==> src/rtl/out_channel_checker_fifo.sv <==
// Synchronous FIFO buffering accepted output words ahead of the compare stage.
module out_fifo #(
   parameter  int Width = 12,
   parameter  int Depth = 4,
   localparam int AW    = $clog2(Depth),
   localparam int CW    = $clog2(Depth + 1)
) (
   input  logic             clock,
   input  logic             reset_n,
   input  logic             clear,
   input  logic             push,
   input  logic             pop,
   input  logic [Width-1:0] wdata,
   output logic [Width-1:0] rdata,
   output logic             full,
   output logic             empty,
   output logic [CW-1:0]    count
);

   logic [Width-1:0] mem [Depth];
   logic [AW-1:0]    wptr;
   logic [AW-1:0]    rptr;
   logic             do_push;
   logic             do_pop;

   assign full    = (count == CW'(Depth));
   assign empty   = (count == '0);
   assign do_push = push && !full;
   assign do_pop  = pop && !empty;
   assign rdata   = mem[rptr];

   always_ff @(posedge clock) begin
      if (do_push) mem[wptr] <= wdata;
   end

   // Pointers wrap naturally since Depth is a power of two; count tells full from empty.
   always_ff @(posedge clock) begin
      if (!reset_n || clear) begin
         wptr  <= '0;
         rptr  <= '0;
         count <= '0;
      end else begin
         if (do_push) wptr <= wptr + 1'b1;
         if (do_pop)  rptr <= rptr + 1'b1;
         case ({do_push, do_pop})
            2'b10:   count <= count + 1'b1;
            2'b01:   count <= count - 1'b1;
            default: count <= count;
         endcase
      end
   end

endmodule

==> config.mk <==
export PLATFORM = sky130hd
export DESIGN_NAME = out_fifo
export DESIGN_NICKNAME = d
export VERILOG_FILES = /design/src/rtl/out_channel_checker_fifo.sv
export SDC_FILE = /design/constraint.sdc
export NUM_CORES = 1
export LEC_CHECK = 0
export ABC_AREA = 1
export BUFFER_PORTS_ARGS = -buffer_cell sky130_fd_sc_hd__buf_2
export CAP_MARGIN = 20
export CORE_MARGIN = 2
export CORE_UTILIZATION = 30
export DETAILED_ROUTE_END_ITERATION = 10
export SYNTH_ARGS = -nofsm -noshare
export SYNTH_HDL_FRONTEND = slang
export SYNTH_SLANG_ARGS = --single-unit
==> constraint.sdc <==
create_clock -name clock -period 3.58 [get_ports clock]
set_input_delay 0.179 -clock clock [delete_from_list [all_inputs] [get_ports clock]]
set_output_delay 0.179 -clock clock [all_outputs]
set_load 0.03 [all_outputs]
Word level (Yosys, flattened, before mapping)
Memory sizes are Yosys's and may differ from the RTL's. A register that Yosys moved wholly into a read port is not among the register bits.
Index checks and enable logic that the tools add are counted.
{"block": "classes", "add_sub_neg": 4, "n_eq_ne": 3, "n_mux": 5, "reduce_logical": 8}
{"operator": "3-bit one-hot mux with 2 select lines", "count": 1}
{"operator": "2-bit by 1-bit adder with 2-bit output (second input constant)", "count": 2}
{"operator": "2-bit 2-to-1 mux", "count": 2}
{"operator": "3-bit by 1-bit adder with 3-bit output (second input constant)", "count": 1}
{"operator": "3-bit equality test (second input constant)", "count": 1}
{"operator": "1-bit logical NOT", "count": 3}
{"operator": "3-bit logical NOT", "count": 1}
{"operator": "3-bit by 1-bit subtractor with 3-bit output (second input constant)", "count": 1}
{"operator": "2-bit by 1-bit equality test with 1-bit output (second input constant)", "count": 1}
{"operator": "2-bit equality test (second input constant)", "count": 1}
{"operator": "1-bit logical AND", "count": 2}
{"operator": "1-bit 2-to-1 mux", "count": 2}
{"operator": "2-bit nonzero test", "count": 1}
{"operator": "1-bit logical OR", "count": 1}
{"block": "totals", "ff_bits": 7, "ram_bits": 48, "inputBits": 17, "out_inout_bits": 17, "mem_count": 1}
{"name": "mem", "depth": 4, "word_bits": 12, "rd": 1, "rd_clocked_by_memory_dff": 1, "write_ports": 1, "line": "20", "source": "logic [Width-1:0] mem [Depth];"}

Longest topological paths before layout
{"block": "logic_depth", "word_depth": 5, "depth_mapped": 13, "ltp_nobuf": 13}

Worst setup path after synthesis
OpenSTA, ideal clock, no wires.
{"block": "synth_path", "path_type": "flip-flop to flip-flop", "startpoint": "reg count[1]", "endpoint": "reg count[2]", "setup_ps": 110, "t_arrival_ps": 1963, "required_ps": 3470, "slack_ps": 1507, "stages_incl_launch_ff": 14, "period_less_slack_ps": 2073, "cell_sequence": "dfxtp_1 inv_1 nand3_1 inv_1 nor2_1 ha_1 inv_1 fa_1 inv_1 nand2_1 nand3_1 nand2_1 inv_1 nor2_1"}
{"block": "synth_between", "elab_chain_len": 5}
{"element": "start, declared", "line": "17", "source": "output logic [CW-1:0] count"}
{"element": "start signal, assigned", "line": "46", "source": "2'b10: count <= count + 1'b1;"}
{"element": "start signal, assigned", "line": "47", "source": "2'b01: count <= count - 1'b1;"}
{"element": "start signal, assigned", "line": "48", "source": "default: count <= count;"}
{"element": "3-bit logical NOT (*)", "line": "27", "source": "assign empty = (count == '0);"}
{"element": "named net empty", "line": "16", "source": "output logic empty,"}
{"element": "1-bit logical NOT (*)", "line": "29", "source": "assign do_pop = pop && !empty;"}
{"element": "1-bit logical AND (*)", "line": "29"}
{"element": "named net do_pop", "line": "24", "source": "logic do_pop;"}
{"element": "2-bit by 1-bit equality test with 1-bit output or 2-bit equality test (tied branches)", "line": "45", "source": "case ({do_push, do_pop})"}
{"element": "3-bit one-hot mux with 2 select lines or 2-bit nonzero test (tied branches)"}
Mark *: on every way through the listed nets, which the timed path passes. The rest lies on a longest branch.
A chain may end at the register's enable or synchronous reset.

==> run summary <==
The run finished with clean final reports. For the worst setup path, the data required time is 3.40 ns. The maximum vdd ir drop was 0.2284 mV; the area fraction of the dominant cell type after synthesis was 63.09%. Of the available clock period, the critical path in the final layout requires 65.23%. The tools report the number of sinks on the clock net as 57. Synthesis inferred 57 register bits. The congestion estimate from routability-driven global placement came to 0.7086.

For this configuration, the core starts out at a cell density of 31.17%. Buffers inserted during clock tree synthesis total 9. The worst pin sits at a relative slew slack of 43.27%.

After clock tree synthesis, the clock-pin slew on the worst setup and hold paths is 0.08 ns. The final antenna-violating net count was 0. The run gives 11.12% as the combined global-route utilization of all metal layers.

Summed over all failing endpoints, the final setup total negative slack is 0 ns. The run gives 2.809 mm as the post-detailed-placement half-perimeter wirelength. The number of nets in the final layout was 252. The aggregate global routing overflow is 0.

The worst setup path is captured at an output pin. The final critical path time including I/O delays and setup is 2.335 ns. Counting every net in the synthesized netlist gives 210. Setup repair after global routing left no endpoint under its margin. The type of the setup path with the least slack was reg -> out. For this design, the slowest cell found on the critical path is sky130_fd_sc_hd__dfxtp_1. The initial antenna violation count is 0.

Across all layers, the routed design uses 1453 vias. The share of synthesized registers carrying an async set or reset was 0%; the number of gates resized after CTS was 0. The logs give 0.4282 GHz for the peak clock frequency supported by timing and 0.001044 µW for the total leakage power.

Across all register-to-register paths, the minimum setup slack is 1.63 ns. After detailed routing, the average wire length per cell comes to 12.80 µm. During synthesis, Yosys emitted a total of 0 warnings. Port buffering added 33 buffers. The maximum number of pins on one net before global-route repair is 26. The final cell count without fillers is 333. The chip height was 91.27 µm. The tightest min-delay check is of the in -> reg type. Counting instances in the post-synthesis netlist gives the leading cell types as 48 x sky130_fd_sc_hd__edfxtp_1, 35 x sky130_fd_sc_hd__nor2_1, 18 x sky130_fd_sc_hd__inv_1. Of all cell types, the one taking the most synthesized area is sky130_fd_sc_hd__edfxtp_1. The final layout contains routed wiring with a total length of 4.262 mm. Count of unique library cells instantiated by Yosys: 20.

The start point of the worst min-delay path is wdata[5]. The die covers 0.008329 mm². The first-iteration detailed-routing DRC count is 122. The post-CTS setup repair buffer count came out at 0. At the pin with the least slew margin, the transition time is 0.8499 ns. The largest buffer count on any clock path came out at 2.

The cell count after placement is 315. The area growth from synthesis to layout is 20.76%. The capture point of the worst reg-to-reg path is count[2]. The critical path startpoint category was a register. In this run the critical register-to-register path is launched from count[2]. For this run, the register share of the synthesized area comes to 70.97%. For the worst flop-to-flop path, the logic depth is 12.

STA puts the critical path data arrival time at 2.16 ns. The largest stage delay on the critical path came out at 0.88 ns. The instance count along the most critical hold path is 1. Synthesis produced a netlist whose cell count is 187. The number of global-route vias before repair was 1448.

For the final database, setup skew stands at 0.01145 ns. Final hold violation count: 0. Clock latency on the worst-skew pair, taken at its later pin, is 0.34 ns. For hold timing, the worst endpoint is mem[1][5].

The cell area power density was 526.3 mW/mm². Before antenna repair, the detailed router went through 4 iterations. Ranked by total cell area, the synthesized netlist is headed by sky130_fd_sc_hd__edfxtp_1 63%, sky130_fd_sc_hd__dfxtp_1 7.9%, sky130_fd_sc_hd__nor2_1 5.8%, sky130_fd_sc_hd__o21ai_1 3.5%, sky130_fd_sc_hd__o22ai_1 3.3%. The fraction of final layout cells with drive strength greater than 1 came out at 24.36%. CTS placed an instance of sky130_fd_sc_hd__clkbuf_8 at the clock tree root. TritonCTS built the clock tree.

Traced cell by cell, the critical path runs through inv_2, o21ai_0, o22ai_1, buf_2. Max-cap violations in this run came to 0. Setup violations remaining at the end of the flow were counted as 0. In this run, post-CTS hold repair placed 0 buffers. The run gives 0.007331 mm² as the core region area.

The logs give 31 for the total number of placement rows and 34 for the number of placed I/O pins. Antenna diode instance count: 0. Among all flip-flop cells after synthesis, the most frequent one is sky130_fd_sc_hd__edfxtp_1.

The number of pins exceeding their max-slew limit in the final report is 0, and the cell area after synthesis is 0.002285 mm². In this run, synthesis inferred 48 flip-flops with an integrated enable. The H-tree generated during clock tree synthesis spans 3 levels.

In the routed design, unresolved DRC markers number 0. The die outline width was 91.27 µm; the first-pass GRT wire length was 6.920 mm. The most common cell in the synthesized netlist is sky130_fd_sc_hd__edfxtp_1. After detailed routing, the number of vias per cell comes to 4.363. The maximum fanout along the worst path was 25.

Each instance of the synthesized netlist takes up on average 12.22 µm².
[where the power goes]
| group | total (µW) | switching [µW] | internal, µW |
|---|---|---|---|
| combinational | 124 | 86.6 | 37.1 |
| clock | 579 | 259 | 319 |
| sequential | 750 | 9.00 | 741 |
[placed cells by master (no fill, tap or decap)]
cell,count
sky130_fd_sc_hd__clkinv_4,1
sky130_fd_sc_hd__inv_2,2
sky130_fd_sc_hd__clkbuf_8,9
sky130_fd_sc_hd__buf_2,33
sky130_fd_sc_hd__inv_1,18
sky130_fd_sc_hd__fa_1,1
sky130_fd_sc_hd__a21oi_1,6
sky130_fd_sc_hd__nor2_1,35
sky130_fd_sc_hd__o22ai_1,12
sky130_fd_sc_hd__ha_1,5
sky130_fd_sc_hd__dfxtp_1,9
sky130_fd_sc_hd__nand2_1,11
sky130_fd_sc_hd__nor2_2,1
sky130_fd_sc_hd__buf_4,2
sky130_fd_sc_hd__clkinvlp_4,3
sky130_fd_sc_hd__bufinv_16,1
sky130_fd_sc_hd__edfxtp_1,48
sky130_fd_sc_hd__o21ai_0,10
sky130_fd_sc_hd__nand3b_1,1
sky130_fd_sc_hd__nand4_1,1
sky130_fd_sc_hd__nand3_2,1
sky130_fd_sc_hd__buf_6,2
sky130_fd_sc_hd__o21ai_1,16
sky130_fd_sc_hd__clkinv_2,2
sky130_fd_sc_hd__nand3_1,4
[layer usage]
metal | global-route usage (%) | vias up | part of all wire (%)
met5 | 0 | - | 0
met2 | 17.16 | 30 | 47
met4 | 6.439 | 0 | 1.7
met3 | 3.651 | 6 | 3.3
li1 | - | 738 | -
met1 | 13.62 | 679 | 48
[area by class of cell]
cell class,count,area (µm²)
Multi-Input combinational cell,104,540.5
Sequential cell,57,1622
Timing Repair Buffer,37,202.7
Fill cell,708,4572
Inverter,20,75.07
Clock inverter,7,71.32
Tap cell,99,123.9
Clock buffer,9,123.9
[state kept, by name, summed over array words and instances, names as in the netlist, named ones only]
signal  count
mem        48
count       3
rptr        2
wptr        2
[logic make-up (layout without fill, tap and decap cells)]
logic type	count (synthesis)	in the layout	synth area share, %
flip-flops	57	57	70.97
AND/OR/NAND/NOR	54	54	9.749
buffers and inverters	26	73	5.367
adder cells (fa/ha/maj)	6	6	3.614
AO/OA/AOI/OAI	44	44	10.30
[worst max path at each step]
stage	cells past startpoint	startpoint	slack [ns]	to
floorplan	13	count[1]	1.51	count[2]
finish	4	register	1.24	rdata[11]
CTS	4	register	1.22	rdata[11]
global route	4	register	0.98	rdata[11]
global placement	4	register	1.62	rdata[11]
detailed placement	4	register	1.56	rdata[3]
[worst max-delay path: cells and delay by family (launching register included)]
| family | cells | cell delay (ns) |
|---|---|---|
| DFF | 1 | 0.88 |
| AOI/OAI and AO/OA | 2 | 0.37 |
| buffers and inverters | 2 | 0.58 |
[per-stage QoR]
| stage | cell area [µm²] | setup slack (ns) | util [%] | total power [µW] | hold WS, ns |
|---|---|---|---|---|---|
| after floorplan | 2285 | 1.507 | - | 843.7 | 0.2779 |
| after global placement | 2534 | 1.624 | 34.56 | 884.8 | 0.3978 |
| after detailed placement | 2545 | 1.565 | 34.72 | 887.7 | 0.3975 |
| after CTS | 2740 | 1.220 | 37.38 | 1464 | 0.04519 |
| after global routing | 2759 | 0.9757 | 37.63 | 1511 | 0.03694 |
| final | 2759 | 1.245 | 37.63 | 1452 | 0.05243 |
Note: power is estimated with default switching activity, not from simulation.
